### config.mk
export PLATFORM = sky130hd
export DESIGN_NAME = instr_fetch_unit_flat
export DESIGN_NICKNAME = d
export VERILOG_FILES = /design/src/rtl/instr_fetch_unit_pkg.sv /design/src/rtl/instr_fetch_unit_if.sv /design/src/rtl/instr_fetch_unit_next_pc.sv /design/src/rtl/instr_fetch_unit.sv /design/src/flat_wrapper.sv
export SDC_FILE = /design/constraint.sdc
export NUM_CORES = 1
export LEC_CHECK = 0
export ABC_AREA = 1
export CELL_PAD_IN_SITES_DETAIL_PLACEMENT = 1
export CELL_PAD_IN_SITES_GLOBAL_PLACEMENT = 2
export CORE_ASPECT_RATIO = 0.75
export CORE_UTILIZATION = 25
export CTS_CLUSTER_SIZE = 40
export DETAILED_ROUTE_END_ITERATION = 8
export GPL_TIMING_DRIVEN = 1
export PLACE_DENSITY = 0.84
export SLEW_MARGIN = 30
export SYNTH_ARGS = -nofsm -noshare
export SYNTH_HDL_FRONTEND = slang
export SYNTH_SLANG_ARGS = --single-unit
export TNS_END_PERCENT = 30
### constraint.sdc
create_clock -name CLK -period 3.5 [get_ports CLK]
set_clock_uncertainty 0.1 [all_clocks]
set_input_delay 0.525 -clock CLK [delete_from_list [all_inputs] [get_ports CLK]]
set_output_delay 0.525 -clock CLK [all_outputs]
set_load 0.005 [all_outputs]
### src/rtl/instr_fetch_unit_pkg.sv
// Shared types and constants for the LEGv8 fetch stage.
// Holds the FSM encoding, default bus widths and the opcode field bounds.
package instr_fetch_unit_pkg;

  localparam int PC_WIDTH_DEF    = 64;
  localparam int INSTR_WIDTH_DEF = 32;
  localparam int OPC_HI          = 31;
  localparam int OPC_LO          = 21;
  localparam int OPC_WIDTH       = OPC_HI - OPC_LO + 1;

  typedef enum logic [1:0] {
    ST_IDLE  = 2'd0,
    ST_FETCH = 2'd1,
    ST_HOLD  = 2'd2
  } fetch_state_t;

endpackage

### src/rtl/instr_fetch_unit_if.sv
// Fetch-stage bus: the instruction-memory port, the decoder outputs and the commit/branch inputs.
// The master modport is the fetch unit, and the slave modport is the memory/datapath side.
interface instr_fetch_unit_if
  import instr_fetch_unit_pkg::*;
#(
  parameter int PC_WIDTH    = PC_WIDTH_DEF,
  parameter int INSTR_WIDTH = INSTR_WIDTH_DEF
);
  logic                   imem_req;
  logic [PC_WIDTH-1:0]    imem_addr;
  logic                   imem_ack;
  logic [INSTR_WIDTH-1:0] imem_rdata;
  logic [INSTR_WIDTH-1:0] instr;
  logic [OPC_WIDTH-1:0]   opcode;
  logic                   instr_valid;
  logic                   commit;
  logic                   branch;
  logic                   uncond_branch;
  logic                   zero;
  logic [PC_WIDTH-1:0]    sign_ext_imm;
  logic [PC_WIDTH-1:0]    pc;
  logic                   fetch_timeout;

  modport master (
    output imem_req, imem_addr, instr, opcode, instr_valid, pc, fetch_timeout,
    input  imem_ack, imem_rdata, commit, branch, uncond_branch, zero, sign_ext_imm
  );

  modport slave (
    input  imem_req, imem_addr, instr, opcode, instr_valid, pc, fetch_timeout,
    output imem_ack, imem_rdata, commit, branch, uncond_branch, zero, sign_ext_imm
  );
endinterface

### src/rtl/instr_fetch_unit_next_pc.sv
// next_pc_logic: combinational PC successor (pc+4 or pc + offset*4, wrapping).
// Zero latency; no handshake. uncond_branch is resolved first so an X on branch cannot leak.
module next_pc_logic #(
  parameter int PC_WIDTH = 64
) (
  input  logic [PC_WIDTH-1:0] pc,
  input  logic [PC_WIDTH-1:0] sign_ext_imm,
  input  logic                branch,
  input  logic                uncond_branch,
  input  logic                zero,
  output logic [PC_WIDTH-1:0] next_pc
);
  logic                take;
  logic [PC_WIDTH-1:0] offset;

  always_comb begin
    take = 1'b0;
    if (uncond_branch) take = 1'b1;
    else               take = branch & zero;
    offset  = take ? {sign_ext_imm[PC_WIDTH-3:0], 2'b00} : PC_WIDTH'(4);
    next_pc = pc + offset;
  end
endmodule

### src/rtl/instr_fetch_unit.sv
// LEGv8 fetch stage: PC register, req/ack instruction fetch, and instruction hold until commit.
// Ack in cycle N gives instr_valid in N+1. The request is held until ack, and instr is held until commit.
module instr_fetch_unit
  import instr_fetch_unit_pkg::*;
#(
  parameter int                  PC_WIDTH    = PC_WIDTH_DEF,
  parameter int                  INSTR_WIDTH = INSTR_WIDTH_DEF,
  parameter logic [PC_WIDTH-1:0] RESET_PC    = '0,
  parameter int                  MAX_WAIT    = 15
) (
  input  logic                CLK,
  input  logic                Reset,
  instr_fetch_unit_if.master  bus
);
  localparam int CW = $clog2(MAX_WAIT + 1);
  localparam logic [CW-1:0] WAIT_MAX  = CW'(MAX_WAIT);
  localparam logic [CW-1:0] WAIT_LAST = CW'(MAX_WAIT - 1);

  fetch_state_t           state;
  logic [PC_WIDTH-1:0]    pc;
  logic [PC_WIDTH-1:0]    next_pc;
  logic [INSTR_WIDTH-1:0] instr;
  logic [CW-1:0]          wait_cnt;
  logic                   fetch_timeout;

  next_pc_logic #(.PC_WIDTH(PC_WIDTH)) u_next_pc (
    .pc            (pc),
    .sign_ext_imm  (bus.sign_ext_imm),
    .branch        (bus.branch),
    .uncond_branch (bus.uncond_branch),
    .zero          (bus.zero),
    .next_pc       (next_pc)
  );

  always_ff @(posedge CLK) begin
    if (Reset) begin
      state         <= ST_IDLE;
      pc            <= RESET_PC;
      instr         <= '0;
      wait_cnt      <= '0;
      fetch_timeout <= 1'b0;
    end else begin
      case (state)
        ST_IDLE: begin
          state    <= ST_FETCH;
          wait_cnt <= '0;
        end
        ST_FETCH: begin
          if (bus.imem_ack) begin
            instr <= bus.imem_rdata;
            state <= ST_HOLD;
          end else begin
            if (wait_cnt != WAIT_MAX) wait_cnt <= wait_cnt + CW'(1);
            // This edge closes the MAX_WAIT-th consecutive un-acked cycle.
            if (wait_cnt >= WAIT_LAST) fetch_timeout <= 1'b1;
          end
        end
        ST_HOLD: begin
          if (bus.commit) begin
            pc       <= next_pc;
            state    <= ST_FETCH;
            wait_cnt <= '0;
          end
        end
        default: state <= ST_IDLE;
      endcase
    end
  end

  assign bus.imem_req      = (state == ST_FETCH);
  assign bus.instr_valid   = (state == ST_HOLD);
  assign bus.imem_addr     = pc;
  assign bus.pc            = pc;
  assign bus.instr         = instr;
  assign bus.opcode        = instr[OPC_HI:OPC_LO];
  assign bus.fetch_timeout = fetch_timeout;
endmodule

### src/flat_wrapper.sv
// flat-port wrapper written by rule: the top's interface ports become plain ports
module instr_fetch_unit_flat import instr_fetch_unit_pkg::*;
#(
  parameter int                  PC_WIDTH    = PC_WIDTH_DEF,
  parameter int                  INSTR_WIDTH = INSTR_WIDTH_DEF,
  parameter logic [PC_WIDTH-1:0] RESET_PC    = '0,
  parameter int                  MAX_WAIT    = 15
)
  (CLK, Reset, bus_imem_req, bus_imem_addr, bus_instr, bus_opcode, bus_instr_valid, bus_pc, bus_fetch_timeout, bus_imem_ack, bus_imem_rdata, bus_commit, bus_branch, bus_uncond_branch, bus_zero, bus_sign_ext_imm);
  instr_fetch_unit_if #(.PC_WIDTH(PC_WIDTH), .INSTR_WIDTH(INSTR_WIDTH)) bus_i ();
  input  logic CLK;
  input  logic Reset;
  output wire logic [$bits(bus_i.imem_req)-1:0] bus_imem_req;
  output wire logic [$bits(bus_i.imem_addr)-1:0] bus_imem_addr;
  output wire logic [$bits(bus_i.instr)-1:0] bus_instr;
  output wire logic [$bits(bus_i.opcode)-1:0] bus_opcode;
  output wire logic [$bits(bus_i.instr_valid)-1:0] bus_instr_valid;
  output wire logic [$bits(bus_i.pc)-1:0] bus_pc;
  output wire logic [$bits(bus_i.fetch_timeout)-1:0] bus_fetch_timeout;
  input wire logic [$bits(bus_i.imem_ack)-1:0] bus_imem_ack;
  input wire logic [$bits(bus_i.imem_rdata)-1:0] bus_imem_rdata;
  input wire logic [$bits(bus_i.commit)-1:0] bus_commit;
  input wire logic [$bits(bus_i.branch)-1:0] bus_branch;
  input wire logic [$bits(bus_i.uncond_branch)-1:0] bus_uncond_branch;
  input wire logic [$bits(bus_i.zero)-1:0] bus_zero;
  input wire logic [$bits(bus_i.sign_ext_imm)-1:0] bus_sign_ext_imm;
  assign bus_imem_req = bus_i.imem_req;
  assign bus_imem_addr = bus_i.imem_addr;
  assign bus_instr = bus_i.instr;
  assign bus_opcode = bus_i.opcode;
  assign bus_instr_valid = bus_i.instr_valid;
  assign bus_pc = bus_i.pc;
  assign bus_fetch_timeout = bus_i.fetch_timeout;
  assign bus_i.imem_ack = bus_imem_ack;
  assign bus_i.imem_rdata = bus_imem_rdata;
  assign bus_i.commit = bus_commit;
  assign bus_i.branch = bus_branch;
  assign bus_i.uncond_branch = bus_uncond_branch;
  assign bus_i.zero = bus_zero;
  assign bus_i.sign_ext_imm = bus_sign_ext_imm;
  instr_fetch_unit #(.PC_WIDTH(PC_WIDTH), .INSTR_WIDTH(INSTR_WIDTH), .RESET_PC(RESET_PC), .MAX_WAIT(MAX_WAIT)) u_core (.CLK(CLK), .Reset(Reset), .bus(bus_i));
endmodule
==> impl_metrics.py <==
metrics = {
    "run_status": {
        "status": "completed",
    },
    "run": {
        "maxCapViolations": 0,
    },
    "synth": {
        "synthCells": 1878,
        "syn-cell-area_sq_um": 10560,
        "synth.area.top_cells": "nand2_1 22%, dfxtp_1 19%, inv_1 15%",
        "synth_edf_count": 0,
        "async_flop_share_pct": 0,
        "synthFlopType": "dfxtp_1",
        "synth_top_area_cell": "nand2_1",
        "ys_types": 38,
        "synth_seq_cells": 101,
        "synth_top_cell_area_share_pct": 21.51,
        "avgSynthCellArea_sq_um": 5.622,
        "yosys_warnings": 0,
        "ys_seq_area_share_pct": 19.15,
    },
    "floorplan": {
        "io-pin-count": 277,
        "core_area_sq_um": 41240,
        "die_h_um": 180.0,
        "die_area_sq_um": 43070,
        "start_util_pct": 25.60,
        "num_rows": 64,
        "die_w_um": 239.3,
    },
    "route": {
        "ant_nets": 0,
        "wl_per_cell_um": 15.50,
        "vias_per_cell": 4.351,
        "drc": 0,
        "first_pass_iters": 4,
        "num_vias": 12000,
        "drt-total-wl_um": 42740,
        "drtIter0Drc": 494,
    },
    "sta": {
        "slew-limit-headroom_pct": 52.29,
        "finalMaxSlewViolations": 0,
        "tightest_slew_ps": 714.6,
        "fin_crit_ps": 3241,
        "rsz0062_at_grt": "no",
        "max_freq_mhz": 308.5,
        "finalSetupViolCount": 0,
        "fin_crit_sh_pct": 92.60,
        "worst_slack_ps": 259.0,
        "hold_viol_final": 0,
    },
    "critical_path": {
        "worstRegToRegCells": 14,
        "endpoint_kind": "flip-flop",
        "path_class": "input port to flip-flop",
        "worstPathRequired_ps": 3690,
        "crit_path_start": "bus_branch",
        "start_kind": "input port",
        "arrival_ps": 3430,
        "crit_end": "u_core.bus.imem_addr[53]",
        "regToRegSetupSlack_ps": 1040,
        "timing.rr.start": "u_core.bus.imem_addr[2]",
        "reg2reg_to": "u_core.bus.imem_addr[34]",
        "crit_fanout": 34,
    },
    "cts": {
        "clk_path_buf_depth": 2,
        "clock-root-buffer": "clkbuf_16",
        "cts_tree": "yes",
        "clk_pin_slew_ps": 90,
        "numCtsBuffers": 9,
        "holdBufCountCts": 0,
        "clock_latency_ps": 390,
        "htree_levels": 3,
        "clock-sinks": 101,
    },
    "global_route": {
        "grt.total_usage_pct": 19.99,
        "grt_pass1_vias": 12360,
        "grt_pass1_wl_um": 66980,
        "grt_max_degree": 41,
        "gr-total-overflow": 0,
        "antenna_found_initial": 1,
    },
    "place": {
        "placed_area_sq_um": 14390,
        "gp_congestion": 0.9272,
        "io_buffers": 270,
        "hpwl_um": 36030,
        "pre_cts_ws_ps": -175.4,
    },
    "pwr": {
        "p_total_w": 0.003314,
        "p_switching_w": 0.001136,
        "ir_worst_vdd_v": 0.0002043,
        "p_per_area_nw_per_um2": 225.0,
        "seqPwrFrac_pct": 37.1,
        "p_sw_share_pct": 34.27,
        "power_leakage_nw": 8.011,
        "comb_power_share_pct": 28.1,
        "intPower_w": 0.002178,
        "power_frac_clock_pct": 34.8,
    },
    "final_layout": {
        "drive_above_1_share_pct": 11.11,
        "fin_util_pct": 35.72,
        "nets": 2358,
        "syn2layout_area_growth_pct": 39.52,
        "mostFrequentLayoutCell": "nand2_1",
        "mostFrequentLayoutCells": "604 x nand2_1, 409 x inv_1, 270 x clkdlybuf4s50_1",
        "antenna_cells": 0,
        "final_area_sq_um": 14730,
    },
    "worst_hold_path": {
        "hp-class": "flip-flop to flip-flop",
    },
}
[layer usage]
| metal | up-vias | share of wire [%] | global-route usage (%) |
|---|---|---|---|
| met4 | 2 | 0.70 | 2.718 |
| li1 | 6170 | - | - |
| met1 | 5568 | 50 | 28.20 |
| met3 | 17 | 5.8 | 4.515 |
| met5 | - | 0.030 | 0 |
| met2 | 238 | 43 | 31.41 |
[power by group through the flow]
stage | combinational [W] | sequential (W) | clock, W
floorplan | 0.000463 | 0.00125 | 0
CTS | 0.000938 | 0.00123 | 0.00121
detailed placement | 0.000933 | 0.00126 | 0
finish | 0.000931 | 0.00123 | 0.00115
global placement | 0.000914 | 0.00126 | 0
global route | 0.00103 | 0.00124 | 0.00125
[cell type report]
cell class	count	area (sq um)
Inverter	425	1595
Clock buffer	9	225.2
Multi-Input combinational cell	1239	6228
Clock inverter	7	103.9
Tap cell	561	701.9
Timing Repair Buffer	415	3854
Fill cell	5463	26510
Sequential cell	101	2022
[repair_timing]
action | CTS | global route
buffers inserted | 0 | 0
resized for setup | 0 | 3
setup endpoints to repair | 0 | 1
hold endpoints to repair | 0 | 0
[synth_stat cells, types with 12 or more instances]
cell type,n
nor2_2,19
nor2_1,162
dfxtp_1,101
xor2_1,23
o21a_1,24
o21bai_1,30
inv_1,410
buf_4,79
ha_1,63
nand2_2,22
inv_2,12
nand3_1,99
o21ai_0,39
nand2_1,605
clkbuf_1,32
a21oi_1,88
[worst max-delay path, cell delays in order]
cell and delay, ps:
clkdlybuf4s50_1 400, nand2_1 70, inv_1 70, nor2_4 240, buf_12 230, nor2_1 70
ha_1 310, nand2_1 180, buf_4 190, nor2_1 180, nand2_1 80, inv_1 120
nand2_1 70, nand2_1 110, nand2_1 120, nand4_1 110, nand3_1 160, nand2_1 110
inv_1 40
[per-stage QoR]
| step | instances | hold slack (ps) | setup TNS [ps] |
|---|---|---|---|
| after global placement | 2741 | 346.6 | -1220 |
| after floorplan | 1881 | 346.6 | 0 |
| after global routing | 2757 | 390.7 | 0 |
| after CTS | 2757 | 367.9 | 0 |
| after detailed placement | 2741 | 357.3 | -2591 |
| final | 2757 | 363.2 | 0 |
[flip-flops by register name (all words and copies together), names as in the netlist]
signal and flops:
u_core.wait_cnt 4, u_core.bus.imem_addr 62, u_core.state 2, u_core.bus.fetch_timeout 1
u_core.bus.instr 32
[worst min path at each step]
stage | start | end | cells past startpoint
6_report | u_core.bus.instr[9] | u_core.bus.instr[9] | 2
4_1_cts | u_core.bus.instr[9] | u_core.bus.instr[9] | 2
3_3_place_gp | u_core.bus.fetch_timeout | u_core.bus.fetch_timeout | 2
3_5_place_dp | u_core.bus.instr[9] | u_core.bus.instr[9] | 2
5_1_grt | u_core.bus.instr[14] | u_core.bus.instr[14] | 2
2_1_floorplan | u_core.bus.fetch_timeout | u_core.bus.fetch_timeout | 2
[logic make-up (layout without fill, tap and decap cells)]
kind of cell,count (synthesis),after routing,synth area share (%)
and+or+nand+nor,948,948,37.86
xor gates and xnor gates,27,27,2.240
adders and majority gates,64,64,7.656
other,1,4,0.03552
buffers and inverters,541,856,22.10
DFF,101,101,19.15
AOI/OAI and AO/OA,196,196,10.95
(Power assumes the default switching activity.)
